==> config.mk <==
export PLATFORM = sky130hd
export DESIGN_NAME = latch_bank_writer_flat
export DESIGN_NICKNAME = d
export VERILOG_FILES = /design/src/rtl/latch_bank_writer_if.sv /design/src/rtl/latch_bank_writer.sv /design/src/flat_wrapper.sv
export SDC_FILE = /design/constraint.sdc
export NUM_CORES = 1
export LEC_CHECK = 0
export BUFFER_PORTS_ARGS = -buffer_cell sky130_fd_sc_hd__buf_4
export CAP_MARGIN = 0
export CORE_MARGIN = 2
export CORE_UTILIZATION = 55
export CTS_CLUSTER_DIAMETER = 120
export DETAILED_ROUTE_END_ITERATION = 10
export GPL_TIMING_DRIVEN = 0
export PLACE_DENSITY = 0.81
export SYNTH_ARGS = -nofsm -noshare
export SYNTH_HDL_FRONTEND = slang
export SYNTH_SLANG_ARGS = --single-unit
==> constraint.sdc <==
create_clock -name clk -period 3.3 [get_ports clk]
set_input_delay 0 -clock clk [delete_from_list [all_inputs] [get_ports clk]]
set_output_delay 0 -clock clk [all_outputs]
set_load 0.1 [all_outputs]
==> src/rtl/latch_bank_writer_if.sv <==
// Command stream into latch_bank_writer: valid/ready handshake carrying a write mask and data.
interface latch_bank_writer_if #(
  parameter int WIDTH = 3
);
  logic             cmd_valid;
  logic             cmd_ready;
  logic [WIDTH-1:0] cmd_mask;
  logic [WIDTH-1:0] cmd_data;

  modport master (output cmd_valid, output cmd_mask, output cmd_data, input  cmd_ready);
  modport slave  (input  cmd_valid, input  cmd_mask, input  cmd_data, output cmd_ready);
endinterface

==> src/rtl/latch_bank_writer.sv <==
// Sequences masked writes into a level-sensitive latch bank with registered setup/pulse/hold phases.
// Optional LATCH_WR_SHADOW_EN adds a shadow copy of the last value written to each latch bit.
module latch_bank_writer #(
  parameter int WIDTH     = 3,
  parameter int SETUP_CYC = 1,
  parameter int PULSE_CYC = 2,
  parameter int HOLD_CYC  = 1
) (
  input  logic              clk,
  input  logic              reset_n,
  latch_bank_writer_if.slave cmd,
  output logic [WIDTH-1:0]  d_in,
  output logic [WIDTH-1:0]  d_en,
  output logic              busy,
`ifdef LATCH_WR_SHADOW_EN
  output logic [WIDTH-1:0]  shadow,
`endif
  output logic              done
);
  localparam int MAX_SP = (SETUP_CYC > PULSE_CYC) ? SETUP_CYC : PULSE_CYC;
  localparam int MAX_C  = (MAX_SP > HOLD_CYC) ? MAX_SP : HOLD_CYC;
  localparam int CW     = $clog2(MAX_C + 1);

  typedef logic [CW-1:0] cnt_t;
  localparam cnt_t SETUP_LD = cnt_t'(SETUP_CYC - 1);
  localparam cnt_t PULSE_LD = cnt_t'(PULSE_CYC - 1);
  localparam cnt_t HOLD_LD  = cnt_t'(HOLD_CYC - 1);

  typedef enum logic [1:0] {IDLE, SETUP, PULSE, HOLD} state_t;

  state_t           state, state_nxt;
  cnt_t             cnt, cnt_nxt;
  logic [WIDTH-1:0] mask_q, mask_nxt;
  logic [WIDTH-1:0] din_nxt, den_nxt;
  logic             busy_nxt, done_nxt;
  logic             ready_q, ready_nxt;
  logic             accept;
`ifdef LATCH_WR_SHADOW_EN
  logic [WIDTH-1:0] shadow_nxt;
`endif

  assign cmd.cmd_ready = ready_q;
  assign accept        = cmd.cmd_valid & ready_q;

  always_ff @(posedge clk or negedge reset_n) begin
    if (!reset_n) begin
      state   <= IDLE;
      cnt     <= '0;
      mask_q  <= '0;
      d_in    <= '0;
      d_en    <= '0;
      busy    <= 1'b0;
      done    <= 1'b0;
      ready_q <= 1'b0;
`ifdef LATCH_WR_SHADOW_EN
      shadow  <= '0;
`endif
    end else begin
      state   <= state_nxt;
      cnt     <= cnt_nxt;
      mask_q  <= mask_nxt;
      d_in    <= din_nxt;
      d_en    <= den_nxt;
      busy    <= busy_nxt;
      done    <= done_nxt;
      ready_q <= ready_nxt;
`ifdef LATCH_WR_SHADOW_EN
      shadow  <= shadow_nxt;
`endif
    end
  end

  // Every output is computed one cycle ahead so the flops drive the pins directly.
  always_comb begin
    state_nxt = state;
    cnt_nxt   = cnt;
    mask_nxt  = mask_q;
    din_nxt   = d_in;
    den_nxt   = d_en;
    busy_nxt  = busy;
    done_nxt  = 1'b0;
    ready_nxt = ready_q;
`ifdef LATCH_WR_SHADOW_EN
    shadow_nxt = shadow;
`endif
    unique case (state)
      IDLE: begin
        ready_nxt = 1'b1;
        busy_nxt  = 1'b0;
        den_nxt   = '0;
        if (accept) begin
          if (|cmd.cmd_mask) begin
            mask_nxt  = cmd.cmd_mask;
            din_nxt   = (d_in & ~cmd.cmd_mask) | (cmd.cmd_data & cmd.cmd_mask);
            state_nxt = SETUP;
            cnt_nxt   = SETUP_LD;
            ready_nxt = 1'b0;
            busy_nxt  = 1'b1;
          end else begin
            // Nothing to write: acknowledge without opening any enable.
            done_nxt = 1'b1;
          end
        end
      end
      SETUP: begin
        if (cnt == '0) begin
          state_nxt = PULSE;
          cnt_nxt   = PULSE_LD;
          den_nxt   = mask_q;
        end else begin
          cnt_nxt = cnt - cnt_t'(1);
        end
      end
      PULSE: begin
        if (cnt == '0) begin
          state_nxt = HOLD;
          cnt_nxt   = HOLD_LD;
          den_nxt   = '0;
`ifdef LATCH_WR_SHADOW_EN
          shadow_nxt = (shadow & ~mask_q) | (d_in & mask_q);
`endif
        end else begin
          cnt_nxt = cnt - cnt_t'(1);
        end
      end
      HOLD: begin
        if (cnt == '0) begin
          state_nxt = IDLE;
          done_nxt  = 1'b1;
          ready_nxt = 1'b1;
          busy_nxt  = 1'b0;
        end else begin
          cnt_nxt = cnt - cnt_t'(1);
        end
      end
      default: state_nxt = IDLE;
    endcase
  end
endmodule

==> src/flat_wrapper.sv <==
// flat-port wrapper written by rule: the top's interface ports become plain ports
module latch_bank_writer_flat 
#(
  parameter int WIDTH     = 3,
  parameter int SETUP_CYC = 1,
  parameter int PULSE_CYC = 2,
  parameter int HOLD_CYC  = 1
)
  (clk, reset_n, d_in, d_en, busy, done, cmd_cmd_valid, cmd_cmd_mask, cmd_cmd_data, cmd_cmd_ready);
  latch_bank_writer_if #(.WIDTH(WIDTH)) cmd_i ();
  input  logic clk;
  input  logic reset_n;
  output logic [WIDTH-1:0] d_in;
  output logic [WIDTH-1:0] d_en;
  output logic busy;
  output logic done;
  input wire logic [$bits(cmd_i.cmd_valid)-1:0] cmd_cmd_valid;
  input wire logic [$bits(cmd_i.cmd_mask)-1:0] cmd_cmd_mask;
  input wire logic [$bits(cmd_i.cmd_data)-1:0] cmd_cmd_data;
  output wire logic [$bits(cmd_i.cmd_ready)-1:0] cmd_cmd_ready;
  assign cmd_i.cmd_valid = cmd_cmd_valid;
  assign cmd_i.cmd_mask = cmd_cmd_mask;
  assign cmd_i.cmd_data = cmd_cmd_data;
  assign cmd_cmd_ready = cmd_i.cmd_ready;
  latch_bank_writer #(.WIDTH(WIDTH), .SETUP_CYC(SETUP_CYC), .PULSE_CYC(PULSE_CYC), .HOLD_CYC(HOLD_CYC)) u_core (.clk(clk), .reset_n(reset_n), .cmd(cmd_i), .d_in(d_in), .d_en(d_en), .busy(busy), .done(done));
endmodule
Word level (Yosys, flattened, before mapping) --
Index checks and enable logic that the tools add are counted.
Cells by class: add/subtract/negate cells 1, eq/ne operators 9, multiplexer cells 26, bitwise gates (word level) 5, reduce and logical (&&, ||, !) cells 10
Operators by type and width (count):
- $mux W2 | 10
- $pmux W2 S4 | 2
- $ne A2 B1 Y1 const B | 5
- $pmux W3 S3 | 1
- $reduce_and A3 Y1 | 3
- $mux W1 | 8
- $and A3 B3 Y3 | 2
- $mux W3 | 2
- $pmux W1 S2 | 3
- $reduce_and A5 Y1 | 1
- $eq A2 B2 Y1 const B | 2
- $logic_not A2 Y1 | 2
- $not A3 Y3 | 1
- $or A3 B3 Y3 | 1
- $reduce_bool A3 Y1 | 1
- $reduce_or A3 Y1 | 1
- $eq A2 B1 Y1 const B | 1
- $ne A2 B2 Y1 const B | 1
- $reduce_and A2 Y1 | 1
- $reduce_bool A2 Y1 | 1
- $sub A2 B1 Y2 const B | 1
- $and A1 B1 Y1 | 1
Storage, ports and cells: bits in registers 16, input bits 9, output and inout bits 9, word-level logic and storage cells 59

Longest topological paths before layout --
depth in word-level cells 4, gate-level depth with buffers 5, mapped depth without buffers 5

Worst setup path before layout --
Ideal clock, no wire load.
path type register to register, start register u_core.ready_q (netlist: u_core.cmd.cmd_ready), end register u_core.state[1], setup time 128 ps, arrival 2011 ps, data required time 3172 ps, slack 1162 ps, stages on the path, launching flop included 5, path buffers 1, clock period less this slack 2138 ps, cells stage by stage dfrtp_1 > clkbuf_2 > o311ai_2 > a221oi_2 > mux2_1
On the way: word-level cells in the longest chain between the ends 3
Ends and longest elaborated chain:
- start, declared | line latch_bank_writer.sv:36 | logic ready_q, ready_nxt;
- start signal, assigned | line latch_bank_writer.sv:66 | ready_q <= ready_nxt;
- $and A1 B1 Y1 | line latch_bank_writer.sv:43 | assign accept = cmd.cmd_valid & ready_q;
- $ne A2 B1 Y1 (no source line)
- $reduce_and A5 Y1 (no source line)
- end signal, assigned | line latch_bank_writer.sv:59 | state <= state_nxt;
- end, declared | line latch_bank_writer.sv:31 | state_t state, state_nxt;
No other way between the ends. A chain may end at the register's enable or synchronous reset.

Worst setup path in the final report --
start register u_core.state[0], end register u_core.state[1]
On the way: word-level cells in the longest chain between the ends 3, elaborated cells between the ends (all ways) 11, classes of those cells eq/ne: 8; mux: 1; reduce/logical: 2
Ends and longest elaborated chain:
- $eq A2 B2 Y1, or another cell as far along | line latch_bank_writer.sv:86 | unique case (state)
- $ne A2 B1 Y1 (no source line)
- $reduce_and A5 Y1 (no source line)
Several ways; a longest one is shown, not always the timed one.

==> results.toml <==
[worst_setup_path]
slowest_delay_ns = 0.42
start_kind = "flop"
endpoint_kind = "flop"
cp.buffers_inverters = 1
reg2reg_depth = 5
crit_path_cell_trace = "inv_1, ha_1, or2_2, a221oi_2, mux2_1"
cp_top_family = "flip-flops"
r2r_slack_ns = 1.39
critical_path_peak_fanout = 5
r2r_start = "u_core.state[0]"
r2r-end = "u_core.state[1]"
worstPathRequired_ns = 3.48
critical_path_class = "flop to flop"
cp_slowest_cell = "dfrtp_1"
cp_data_arrival_time_ns = 2.10

[global_route]
antenna_found_initial = 0
grt_max_degree = 17
grt_pass1_wl_mm = 2.92
overflow = 0
grt_usage = 0.209
first_global_vias = 683

[logic_synthesis]
synthAdderAreaFrac = 0.152
ys_seq_elements = 16
ys_types = 24
yosysTopAreaCellShare = 0.441
netlist_instances = 84
synth_top_cell_by_area = "dfrtp_1"
synth_xor_area_frac = 0
yosys_warnings = 0
yosysMostFrequentCell = "dfrtp_1"
ys_seq_area_frac = 0.441
synth_edf_count = 0
synth.area.mux_share = 0.117
synth_ff_type = "dfrtp_1"
async_flop_share = 1.00
synth_top_family_by_area = "adder cells"
synthTopCellsByArea = "dfrtp_1, ha_1, mux2i_1"
synth-simple-area-share = 0.127
synthTopCellsByCount = "dfrtp_1, ha_1, nand2_1"
synth_nets = 104
synth_compound_area_frac = 0.120
avgSynthCellArea_sq_um = 10.8
syn_area_sq_um = 907

[sta]
fin_crit_sh = 0.580
tightest_slew_ns = 0.492
max-slew-margin-rel = 0.670
slew_violations = 0
fin_worst_skew_ns = 0.00627
min_period_ns = 1.91
rsz0062_at_grt = "false"
max_freq_ghz = 0.523
finalSetupViolCount = 0
hold_violations = 0
setup_tns_ns = 0

[clock_network]
clk_pin_slew_ns = 0.10
cts_buffers = 3
post_cts_buffers = 0
cts_tree = "done"
htree_levels = 1
numClockSinks = 16
clk-insertion-delay-late_ns = 0.30
ctsLongestPathBuffers = 2
cts-root-buf = "clkbuf_4"

[final_layout]
fin_area_sq_mm = 0.00113
area_delta_synth_final_pct = 24.7
regArea_sq_um = 400
layout.nets = 130
drive_above_1_share = 0.275
multiInputGateArea_sq_um = 468
fin_cells = 125
antenna_cells = 0
n_fill_cell = 90

[hold_path]
hold_start = "cmd_cmd_mask[1]"
hold_end = "u_core.mask_q[1]"
holdPathStages = 3
hp-class = "input pin to flop"

[place]
placed_area_sq_mm = 0.00105
hpwlAfterDp_mm = 1.34
dp_cells = 117
io_buffers = 17
gp_congestion = 0.789

[floorplan]
pin_count = 18
rows = 14
die_x_um = 44.6
die_area_sq_mm = 0.00199
coreArea_sq_mm = 0.00152
fp.dieH_um = 44.6
start_util = 0.595

[route]
drt-initial-drc-count = 31
first_pass_iters = 4
route.detailed.drc = 0
viasPerCell = 5.67
wl_per_cell_um = 13.9
drt_wl_total_mm = 1.74
vias = 709
drtAntennaViolNets = 0

[run_status]
status = "completed"

[job]
max_cap_violations = 0
[worst min-delay path: stages]
cell,delay [ns]
buf_4,0.12
nand4_1,0.12
nand2_1,0.06
[placed cells by master (no fill, tap or decap)]
cell           count
o311ai_2           1
nor2_1             1
nor2b_1            1
dlygate4sd3_1      4
nand3_1            1
mux2i_1            5
mux2_2             4
or4_1              1
clkbuf_8           1
nand2_1           10
clkbuf_2           1
o21a_1             1
mux2_1             1
or2_2              1
a221oi_2           1
buf_4             17
a21oi_1            3
nand4_1            4
inv_1              9
a211oi_2           1
clkbuf_4           3
a41o_1             1
a21boi_1           1
nand2b_1           3
nor3_1             1
ha_1              11
dfrtp_1           16
o21ai_0            5
[how the worst max path moves through the flow]
stage | cells past startpoint | to | startpoint
floorplan | 4 | u_core.state[1] | u_core.cmd.cmd_ready
global placement | 5 | u_core.state[1] | u_core.state[0]
detailed placement | 5 | u_core.state[1] | u_core.state[0]
CTS | 5 | u_core.state[1] | u_core.state[0]
global route | 5 | u_core.state[1] | u_core.state[0]
finish | 5 | u_core.state[1] | u_core.state[0]
[stage by stage]
stage                     hold slack, ns  setup WS, ns   util
after global routing              0.0275          1.34  0.742
after CTS                        0.00864          1.38  0.742
after global placement            -0.133          1.46  0.692
final                             0.0239          1.39  0.742
after floorplan                   -0.296          1.16      -
after detailed placement          -0.131          1.40  0.692
[layout make-up]
class,count,share of cell area
sequential,16,0.354
clock buffer,4,0.0321
timing repair buffer,21,0.148
multi-input combinational,58,0.414
inverter,9,0.0299
buffer,1,0.00442
tap,16,0.0177
[logic make-up (layout without fill, tap and decap cells)]
logic type	count (synthesis)	after routing
mux	10	10
flops	16	16
buf+inv	10	35
simple gates	23	23
fa+ha+maj	11	11
compound gates	14	14
[layer usage]
| metal | up-vias | track usage | wire [um] | part of all wire |
|---|---|---|---|---|
| li1 | 342 | - | - | - |
| met1 | 342 | 0.253 | 762 | 0.44 |
| met2 | 20 | 0.348 | 859 | 0.49 |
| met3 | 5 | 0.0531 | 81 | 0.046 |
| met4 | 0 | 0.0909 | 38 | 0.022 |
| met5 | - | 0 | 0 | 0 |
[timing repair]
item	4_1_cts	5_1_grt
resized for setup	0	0
hold buffers	4	0
endpoints found under the hold margin	19	0
Power is left out: the tool's default activity adds up to more than one toggle a clock period on the data nets, which glitch-free logic cannot reach.
